==> src/rtl/alu_seq_if.sv <==
// Handshake and data bundle between the execute-stage pipeline and alu_seq.
// The ALU connects through the slave modport; the pipeline drives the master side.
interface alu_seq_if #(
    parameter int WIDTH = 32
);
    logic             valid_i;
    logic             ready_o;
    logic [WIDTH-1:0] src1_i;
    logic [WIDTH-1:0] src2_i;
    logic [3:0]       ctrl_i;
    logic [WIDTH-1:0] result_o;
    logic             zero_o;
    logic             ovf_o;
    logic             valid_o;

    modport master (
        output valid_i,
        output src1_i,
        output src2_i,
        output ctrl_i,
        input  ready_o,
        input  result_o,
        input  zero_o,
        input  ovf_o,
        input  valid_o
    );

    modport slave (
        input  valid_i,
        input  src1_i,
        input  src2_i,
        input  ctrl_i,
        output ready_o,
        output result_o,
        output zero_o,
        output ovf_o,
        output valid_o
    );
endinterface

==> src/rtl/alu_seq.sv <==
// Clocked execute-stage ALU: single-cycle logic/arith/shift/compare ops plus
// iterative shift-add multiply and restoring divide (WIDTH steps each).
//
// state  | meaning
// -------+------------------------------------------------------------
// IDLE   | ready for a new op; single-cycle ops complete here
// MUL    | one shift-add step per clock, count down from WIDTH
// DIV    | one restoring shift-subtract step per clock, count down
module alu_seq #(
    parameter int WIDTH = 32,
    parameter int SHW   = $clog2(WIDTH)
) (
    input  logic     clk_i,
    input  logic     rst_i,
    alu_seq_if.slave bus
);

    localparam logic [3:0] OP_AND  = 4'b0000;
    localparam logic [3:0] OP_OR   = 4'b0001;
    localparam logic [3:0] OP_ADD  = 4'b0010;
    localparam logic [3:0] OP_SUB  = 4'b0011;
    localparam logic [3:0] OP_SLT  = 4'b0100;
    localparam logic [3:0] OP_SLTU = 4'b0101;
    localparam logic [3:0] OP_NOR  = 4'b0110;
    localparam logic [3:0] OP_XOR  = 4'b0111;
    localparam logic [3:0] OP_SLL  = 4'b1000;
    localparam logic [3:0] OP_SRL  = 4'b1001;
    localparam logic [3:0] OP_SRA  = 4'b1010;
    localparam logic [3:0] OP_MUL  = 4'b1011;
    localparam logic [3:0] OP_DIVU = 4'b1100;
    localparam logic [3:0] OP_REMU = 4'b1101;

    localparam int         MSB      = WIDTH - 1;
    localparam logic [SHW:0] CNT_INIT = (SHW + 1)'(WIDTH);
    localparam logic [SHW:0] CNT_ONE  = {{SHW{1'b0}}, 1'b1};

    typedef enum logic [1:0] {
        S_IDLE = 2'd0,
        S_MUL  = 2'd1,
        S_DIV  = 2'd2
    } state_t;

    state_t           state_q,  state_d;
    logic [SHW:0]     cnt_q,    cnt_d;
    logic             is_rem_q, is_rem_d;
    // a: multiplicand (MUL) or dividend shifting out / quotient shifting in (DIV)
    logic [WIDTH-1:0] a_q,      a_d;
    // b: multiplier (MUL) or divisor (DIV)
    logic [WIDTH-1:0] b_q,      b_d;
    // acc: product accumulator (MUL) or partial remainder (DIV)
    logic [WIDTH-1:0] acc_q,    acc_d;
    logic [WIDTH-1:0] result_q, result_d;
    logic             zero_q,   zero_d;
    logic             ovf_q,    ovf_d;
    logic             valid_q,  valid_d;

    logic [WIDTH-1:0] add_res;
    logic [WIDTH-1:0] sub_res;
    logic [SHW-1:0]   shamt;
    logic [WIDTH-1:0] alu_res;
    logic             alu_ovf;

    logic [WIDTH-1:0] mul_acc_step;
    logic [WIDTH:0]   rem_sh;
    logic             div_ge;
    logic [WIDTH-1:0] div_rem_step;
    logic [WIDTH-1:0] div_quo_step;
    logic [WIDTH-1:0] iter_res;

    // Single-cycle datapath, evaluated on the live operand inputs.
    always_comb begin
        add_res = bus.src1_i + bus.src2_i;
        sub_res = bus.src1_i - bus.src2_i;
        shamt   = bus.src2_i[SHW-1:0];
        alu_res = '0;
        alu_ovf = 1'b0;
        case (bus.ctrl_i)
            OP_AND:  alu_res = bus.src1_i & bus.src2_i;
            OP_OR:   alu_res = bus.src1_i | bus.src2_i;
            OP_ADD: begin
                alu_res = add_res;
                alu_ovf = (bus.src1_i[MSB] == bus.src2_i[MSB]) &&
                          (add_res[MSB] != bus.src1_i[MSB]);
            end
            OP_SUB: begin
                alu_res = sub_res;
                alu_ovf = (bus.src1_i[MSB] != bus.src2_i[MSB]) &&
                          (sub_res[MSB] != bus.src1_i[MSB]);
            end
            OP_SLT:  alu_res = {{(WIDTH-1){1'b0}},
                                ($signed(bus.src1_i) < $signed(bus.src2_i))};
            OP_SLTU: alu_res = {{(WIDTH-1){1'b0}}, (bus.src1_i < bus.src2_i)};
            OP_NOR:  alu_res = ~(bus.src1_i | bus.src2_i);
            OP_XOR:  alu_res = bus.src1_i ^ bus.src2_i;
            OP_SLL:  alu_res = bus.src1_i << shamt;
            OP_SRL:  alu_res = bus.src1_i >> shamt;
            OP_SRA:  alu_res = $unsigned($signed(bus.src1_i) >>> shamt);
            default: alu_res = '0;
        endcase
    end

    // One iteration of multiply and divide on the latched operands.
    always_comb begin
        mul_acc_step = b_q[0] ? (acc_q + a_q) : acc_q;
        // Remainder is widened by one bit so the compare sees the shifted-in MSB;
        // after a successful subtract the true difference is below the divisor,
        // so the low WIDTH bits of the modular difference are exact.
        rem_sh       = {acc_q, a_q[MSB]};
        div_ge       = (rem_sh >= {1'b0, b_q});
        div_rem_step = div_ge ? (rem_sh[WIDTH-1:0] - b_q) : rem_sh[WIDTH-1:0];
        div_quo_step = {a_q[WIDTH-2:0], div_ge};
        iter_res     = is_rem_q ? div_rem_step : div_quo_step;
    end

    // Next-state and next-output logic for the sequencer.
    always_comb begin
        state_d  = state_q;
        cnt_d    = cnt_q;
        is_rem_d = is_rem_q;
        a_d      = a_q;
        b_d      = b_q;
        acc_d    = acc_q;
        result_d = result_q;
        zero_d   = zero_q;
        ovf_d    = ovf_q;
        valid_d  = 1'b0;
        case (state_q)
            S_IDLE: begin
                if (bus.valid_i) begin
                    case (bus.ctrl_i)
                        OP_MUL: begin
                            a_d     = bus.src1_i;
                            b_d     = bus.src2_i;
                            acc_d   = '0;
                            cnt_d   = CNT_INIT;
                            state_d = S_MUL;
                        end
                        OP_DIVU, OP_REMU: begin
                            a_d      = bus.src1_i;
                            b_d      = bus.src2_i;
                            acc_d    = '0;
                            is_rem_d = (bus.ctrl_i == OP_REMU);
                            cnt_d    = CNT_INIT;
                            state_d  = S_DIV;
                        end
                        default: begin
                            result_d = alu_res;
                            zero_d   = (alu_res == '0);
                            ovf_d    = alu_ovf;
                            valid_d  = 1'b1;
                        end
                    endcase
                end
            end
            S_MUL: begin
                acc_d = mul_acc_step;
                a_d   = a_q << 1;
                b_d   = b_q >> 1;
                cnt_d = cnt_q - 1'b1;
                if (cnt_q == CNT_ONE) begin
                    result_d = mul_acc_step;
                    zero_d   = (mul_acc_step == '0);
                    ovf_d    = 1'b0;
                    valid_d  = 1'b1;
                    state_d  = S_IDLE;
                end
            end
            S_DIV: begin
                acc_d = div_rem_step;
                a_d   = div_quo_step;
                cnt_d = cnt_q - 1'b1;
                if (cnt_q == CNT_ONE) begin
                    result_d = iter_res;
                    zero_d   = (iter_res == '0);
                    ovf_d    = 1'b0;
                    valid_d  = 1'b1;
                    state_d  = S_IDLE;
                end
            end
            default: begin
                state_d = S_IDLE;
                cnt_d   = '0;
            end
        endcase
    end

    // State and output registers; reset aborts any iterative op in flight.
    always_ff @(posedge clk_i) begin
        if (rst_i) begin
            state_q  <= S_IDLE;
            cnt_q    <= '0;
            is_rem_q <= 1'b0;
            a_q      <= '0;
            b_q      <= '0;
            acc_q    <= '0;
            result_q <= '0;
            zero_q   <= 1'b1;
            ovf_q    <= 1'b0;
            valid_q  <= 1'b0;
        end else begin
            state_q  <= state_d;
            cnt_q    <= cnt_d;
            is_rem_q <= is_rem_d;
            a_q      <= a_d;
            b_q      <= b_d;
            acc_q    <= acc_d;
            result_q <= result_d;
            zero_q   <= zero_d;
            ovf_q    <= ovf_d;
            valid_q  <= valid_d;
        end
    end

    assign bus.ready_o  = (state_q == S_IDLE);
    assign bus.result_o = result_q;
    assign bus.zero_o   = zero_q;
    assign bus.ovf_o    = ovf_q;
    assign bus.valid_o  = valid_q;

endmodule

==> src/flat_wrapper.sv <==
// flat-port wrapper written by rule: the top's interface ports become plain ports
module alu_seq_flat 
#(
    parameter int WIDTH = 32,
    parameter int SHW   = $clog2(WIDTH)
)
  (clk_i, rst_i, bus_valid_i, bus_src1_i, bus_src2_i, bus_ctrl_i, bus_ready_o, bus_result_o, bus_zero_o, bus_ovf_o, bus_valid_o);
  alu_seq_if #(.WIDTH(WIDTH)) bus_i ();
  input  logic clk_i;
  input  logic rst_i;
  input wire logic [$bits(bus_i.valid_i)-1:0] bus_valid_i;
  input wire logic [$bits(bus_i.src1_i)-1:0] bus_src1_i;
  input wire logic [$bits(bus_i.src2_i)-1:0] bus_src2_i;
  input wire logic [$bits(bus_i.ctrl_i)-1:0] bus_ctrl_i;
  output wire logic [$bits(bus_i.ready_o)-1:0] bus_ready_o;
  output wire logic [$bits(bus_i.result_o)-1:0] bus_result_o;
  output wire logic [$bits(bus_i.zero_o)-1:0] bus_zero_o;
  output wire logic [$bits(bus_i.ovf_o)-1:0] bus_ovf_o;
  output wire logic [$bits(bus_i.valid_o)-1:0] bus_valid_o;
  assign bus_i.valid_i = bus_valid_i;
  assign bus_i.src1_i = bus_src1_i;
  assign bus_i.src2_i = bus_src2_i;
  assign bus_i.ctrl_i = bus_ctrl_i;
  assign bus_ready_o = bus_i.ready_o;
  assign bus_result_o = bus_i.result_o;
  assign bus_zero_o = bus_i.zero_o;
  assign bus_ovf_o = bus_i.ovf_o;
  assign bus_valid_o = bus_i.valid_o;
  alu_seq #(.WIDTH(WIDTH), .SHW(SHW)) u_core (.clk_i(clk_i), .rst_i(rst_i), .bus(bus_i));
endmodule
==> config.mk <==
export PLATFORM = sky130hd
export DESIGN_NAME = alu_seq_flat
export DESIGN_NICKNAME = d
export VERILOG_FILES = /design/src/rtl/alu_seq_if.sv /design/src/rtl/alu_seq.sv /design/src/flat_wrapper.sv
export SDC_FILE = /design/constraint.sdc
export NUM_CORES = 1
export LEC_CHECK = 0
export CAP_MARGIN = 20
export CORE_ASPECT_RATIO = 1.1
export CORE_MARGIN = 3
export CORE_UTILIZATION = 26
export CTS_BUF_LIST = sky130_fd_sc_hd__clkbuf_8 sky130_fd_sc_hd__clkbuf_16
export CTS_CLUSTER_DIAMETER = 60
export DETAILED_ROUTE_END_ITERATION = 16
export PLACE_DENSITY_LB_ADDON = 0.12
export SLEW_MARGIN = 10
export SYNTH_ARGS = -nofsm -noshare
export SYNTH_HDL_FRONTEND = slang
export SYNTH_SLANG_ARGS = --single-unit
==> constraint.sdc <==
create_clock -name clk_i -period 4.4 [get_ports clk_i]
set_input_delay 0.66 -clock clk_i [delete_from_list [all_inputs] [get_ports clk_i]]
set_output_delay 0.66 -clock clk_i [all_outputs]
set_load 0.03 [all_outputs]
-- Word-level counts from Yosys, hierarchy flattened
Index checks and enable logic that the tools add are counted.
- input port bits: 71
- word-level logic and storage cells: 111
- output and inout port bits: 36
- register bits after elaboration: 140
- eq/ne operators: 27
- order comparisons: 3
- reductions and logical operators: 20
- bitwise operators: 4
- add/sub/neg operators: 5
- muxes and demuxes: 39
- shifts and indexed selects: 3
- operators with widths (cell ; number):
    2-to-1 mux 32 bit ; 13
    case mux 32 bit (11 select lines) ; 1
    case mux 32 bit (3 select lines) ; 3
    zero test 32 bit ; 3
    adder 32 bit ; 2
    < comparator 32 bit ; 2
    case mux 32 bit (2 select lines) ; 1
    subtractor 32 bit ; 2
    greater-or-equal comparator 33 x 32 -> 1 bit ; 1
    AND 32 bit ; 1
    inverter 32 bit ; 1
    bitwise OR 32 bit ; 1
    << shifter 32 x 5 -> 32 bit ; 1
    >> shifter 32 x 5 -> 32 bit ; 1
    >>> shifter 32 x 5 -> 32 bit ; 1
    bitwise XOR 32 bit ; 1
    equality test 4 bit, second input constant ; 6
    equality test 4 x 3 -> 1 bit, second input constant ; 4
    2-to-1 mux 6 bit ; 2
    case mux 6 bit (2 select lines) ; 1
    AND reduction 3 bit ; 4
    2-to-1 mux 1 bit ; 10
    equality test 4 x 2 -> 1 bit, second input constant ; 2
    case mux 2 bit (2 select lines) ; 2
    23 further kinds ; 35

-- Logic depth before layout (Yosys ltp)
- depth after elaboration: 7
- depth in mapped cells: 17
- depth with buffers taken out: 16

-- Least setup slack after synthesis
OpenSTA, ideal clock, no wires.
- path kind: input to register
- from: input port bus_src2_i[2]
- to: register u_core.zero_q (netlist: u_core.bus.zero_o)
- slack: 0.008 ns
- stages on the path: 17
- data required time: 4.284 ns
- data arrival time: 4.276 ns
- library setup time: 0.116 ns
- path through: buf_2 clkinv_1 clkbuf_1 ha_1 clkbuf_1 nor3_1 nor3_1 o21ai_0 a41oi_1 a31oi_1 a211oi_1 o31ai_1 a211o_1 a22oi_1 nor2_1 and4_1 a41o_1
- cells in the longest elaborated chain, start to end: 7
- elaborated cells on any way between the ends: 16
- classes of those cells: add/sub (2); order compare (2); shift (3); mux (4); bitwise (4); reduce/logical (1)
- ends and longest elaborated chain (element ; line ; RTL):
    start, declared ; flat_wrapper.sv:13 ; input wire logic [$bits(bus_i.src2_i)-1:0] bus_src2_i;
    branches (longest 2 deep; another with subtractor 32 bit) ; - ;
    case mux 32 bit (11 select lines) * ; alu_seq.sv:77 ; case (bus.ctrl_i)
    zero test 32 bit * ; alu_seq.sv:148 ; zero_d = (alu_res == '0);
    2-to-1 mux 1 bit * ; alu_seq.sv:130 ; case (bus.ctrl_i)
    2-to-1 mux 1 bit * ; alu_seq.sv:129 ; if (bus.valid_i) begin
    case mux 1 bit (3 select lines) * ; alu_seq.sv:127 ; case (state_q)
    end signal, assigned ; alu_seq.sv:208 ; zero_q <= zero_d;
    end, declared ; alu_seq.sv:53 ; logic zero_q, zero_d;
Mark *: on every way between the ends. The select of a mux whose other input is x is not followed.
A chain may end at the register's enable or synchronous reset.

-- Worst setup path in the final report
- from: register u_core.b_q[11]
- to: register u_core.zero_q (netlist: u_core.bus.zero_o)
- cells in the longest elaborated chain, start to end: 6
- elaborated cells on any way between the ends: 7
- classes of those cells: add/sub (1); order compare (1); mux (4); reduce/logical (1)
- ends and longest elaborated chain (element ; line ; RTL):
    start, declared ; alu_seq.sv:49 ; logic [WIDTH-1:0] b_q, b_d;
    start signal, assigned ; alu_seq.sv:194 ; b_q <= '0;
    start signal, assigned ; alu_seq.sv:205 ; b_q <= b_d;
    subtractor 32 bit / greater-or-equal comparator 33 x 32 -> 1 bit (equally long branches) ; alu_seq.sv:110, alu_seq.sv:109 ;
    2-to-1 mux 32 bit ; alu_seq.sv:110 ; div_rem_step = div_ge ? (rem_sh[WIDTH-1:0] - b_q) : rem_sh[WIDTH-1:0];
    2-to-1 mux 32 bit * ; alu_seq.sv:112 ; iter_res = is_rem_q ? div_rem_step : div_quo_step;
    zero test 32 bit * ; alu_seq.sv:174 ; zero_d = (iter_res == '0);
    2-to-1 mux 1 bit * ; alu_seq.sv:172 ; if (cnt_q == CNT_ONE) begin
    case mux 1 bit (3 select lines) * ; alu_seq.sv:127 ;
Mark *: on every way between the ends. The rest lies on a longest branch, timed or not. The select of a mux whose other input is x is not followed.

==> metrics.md <==
| Metric | Value |
|---|---|
| Core area | 79500 sq um |
| Share of layout cells above drive strength 1 | 27.2% |
| Critical Path RT | 4800 ps |
| CTS root buffer | clkbuf_16 |
| Crit path capture type | flip-flop |
| Die X | 277 um |
| Max VDD drop | 0.000313 V |
| RD Place Congestion | 1.03 |
| Inserted Clock Buffers | 17 |
| Number of I/O pins | 107 |
| Largest family of logic cells by synthesized area | compound AO/OA/AOI/OAI gates |
| Final worst-path cycle share | 99.3% |
| Max_cap viols | 0 |
| CP max FO | 10 |
| CP Launch Type | flip-flop |
| Syn Inst Count | 2956 |
| Clock latency on the worst-skew pair | 460 ps |
| H-tree depth | 4 |
| Synth Area in Compound Gates | 31.3% |
| Crit path DAT | 4760 ps |
| Fin Clk Skew | 15.8 ps |
| TritonCTS clock tree | done |
| Final min period | 4370 ps |
| Dpl cells | 4631 |
| Vias in the first global route | 25836 |
| Leakage | 12.5 nW |
| FF+latch count, synth | 140 |
| Worst R2R Path Depth | 17 |
| Mux contribution to synthesized area | 12.4% |
| Sequential share of the synthesized area | 13.4% |
| Commonest non-fill, non-tap cells in the layout | 739 x buf_4, 384 x nor2_1, 258 x a21oi_1, 253 x nand2_1, 165 x inv_1 |
| Final Max Tran Viols | 0 |
| Synth top area share | 13.4% |
| Hold Slack | 452 ps |
| Largest cells by area after synthesis | dfxtp_1 13%, ha_1 10%, nor2_1 6.9% |
| Final Hold Fails | 0 |
| Nets | 3853 |
| Post-synth EDFFs | 0 |
| Clk buf depth | 2 |
| Vias post-DR | 26354 |
| Multi-input gate area | 17200 sq um |
| Yosys cell types | 88 |
| Input/output buffers | 106 |
| Clk pin slew, worst setup/hold paths | 70 ps |
| Cell Pwr Density | 318 nW/um^2 |
| Hold/Removal Path Class | reg -> reg |
| Fillers | 8486 |
| Total track usage | 27.5% |
| Synth Area in XOR/XNOR | 2.42% |
| Starting Density | 26.4% |
| Diodes inserted | 0 |
| Routed wire per std cell | 25.9 um |
| Synth Area in Simple Gates | 22.8% |
| Adder-Cell Fraction of Synth Area | 10.4% |
| Post-route DRC | 0 |
| Via density | 5.65 |
| Worst Tran Pin Value | 943 ps |
| Largest net degree at the start of global routing | 80 |
| Hold Crit Depth | 2 |
| Mapped Nets | 3199 |
| HPWL Detailed | 100 mm |
| Ys Warns | 0 |
| Final WS setup | 32.0 ps |
| RSZ-0062 raised after global routing | true |
| Sequential cell area | 2810 sq um |
| Avg Inst Size Synth | 7.10 sq um |
| Area Growth Syn to Fin | 39.8% |
| Final Util | 36.9% |
| Die area | 84200 sq um |
| # rows | 108 |
| Post-Place Setup Slack | -1030 ps |
| First-pass GRT wire length | 175 mm |
| Initial antenna violation count | 3 |
| Crit path kind | reg -> reg |
| Outcome | completed |
| Cell area after synthesis | 21000 sq um |
| Antenna-violating nets left | 0 |
| Overall routed net length | 121 mm |
| Grt ovf | 0 |
| Relative slew slack | 37.1% |
| Commonest non-fill, non-tap cell in the layout | buf_4 |
| Fmax | 229 MHz |
| Largest area contributor in the netlist | dfxtp_1 |
| Top_reg_cell synth | dfxtp_1 |
| DRT Pass-1 Iters | 6 |
| Post-Layout Cell Count | 4668 |
| Number of DRC markers in iteration 0 | 2216 |
| Die Y-Extent | 304 um |
| Post-synth ARST share | 0% |
| CTS sink count | 140 |
| Final setup vio count | 0 |
## path summary, 6_finish.rpt
check | from | to | slack [ps]
worst max-delay path | u_core.b_q[11]$_SDFFE_PP0P_ | u_core.bus.zero_o$_SDFFE_PP1P_ | 30
worst min-delay path | u_core.bus.result_o[17]$_SDFFE_PP0P_ | u_core.bus.result_o[17]$_SDFFE_PP0P_ | 450
worst max register to register | u_core.b_q[11]$_SDFFE_PP0P_ | u_core.bus.zero_o$_SDFFE_PP1P_ | 30
worst min register to register | u_core.bus.result_o[17]$_SDFFE_PP0P_ | u_core.bus.result_o[17]$_SDFFE_PP0P_ | 450
## state kept, by name, summed over array words and instances, names as in the netlist
signal	flops
u_core.b_q	32
u_core.a_q	32
u_core.acc_q	32
u_core.bus.zero_o	1
u_core.state_q	2
u_core.is_rem_q	1
u_core.cnt_q	6
u_core.bus.result_o	32
u_core.bus.ovf_o	1
u_core.bus.valid_o	1
## timing repair
item,CTS,global route
setup buffers,0,5
pin swaps,2,30
setup endpoints to repair,4,12
gates resized for setup,19,66
hold buffers,0,0
cloned,0,0
## logic make-up after synthesis
family                     after synthesis
adders and majority gates              172
AOI/OAI and AO/OA                      971
muxes                                  196
xor gates and xnor gates                58
buffers and inverters                  392
DFF                                    140
and+or+nand+nor                       1027
## worst max-delay path, cell delays in order, from the launching register on
cell and delay [ps]:
dfxtp_1 360, inv_1 100, ha_1 300, nand4_1 170, nor4_1 90, buf_4 160, and4_4 140, a2111o_1 470
or3_4 460, buf_4 230, a31o_2 240, mux2i_1 230, o211a_1 190, nor4bb_4 250, buf_4 170, nand4_1 230
o31ai_4 380, a41o_1 140
## cells in the mapped netlist (19+ instances only)
cell       count
nor4_1        28
inv_1        166
mux2i_1      109
nor3_1       101
buf_2         21
nand4_1       23
nand2b_1      26
a21o_1        40
nand2_1      253
o21a_1        20
a31oi_1       36
nor2b_1       30
nor2_1       386
a211oi_1      72
and3_1        20
mux4_2        47
dfxtp_1      140
nand3_1       55
xnor2_1       40
clkbuf_1     183
o211ai_1      59
o2111ai_1     20
mux2_2        38
a21oi_1      268
ha_1         168
o221ai_1      19
o21ai_0      146
a311oi_1      43
o31ai_1       25
a22oi_1       22
## cell type report
class	count	area share, %
repair buffers	857	23.4
well taps	1045	4.46
clock buffers	17	1.45
multi-input cells	2424	58.5
inverters	170	2.17
clock inverters	15	0.482
flip-flops and latches	140	9.56
## report_power, final
part | internal (mW) | switching (mW)
clock network | 0.787 | 0.682
registers | 1.51 | 0.235
logic | 2.59 | 3.54
## per-layer routing
layer	track usage [%]	vias to the layer above	wire [um]
li1	-	12309	-
met5	0	-	22
met2	47.3	1001	57400
met3	1.86	199	5400
met1	35.8	12841	52700
met4	10.7	4	5380
## stage by stage
step	instance area, sq um	TNS (ps)	total power, mW
after detailed placement	28300	-7940	7.72
final	29300	0	9.34
after floorplan	21000	0	4.76
after global placement	28300	-6810	7.69
after global routing	29300	-84.0	9.86
after CTS	29000	-29.6	9.25
(Power assumes the default switching activity.)
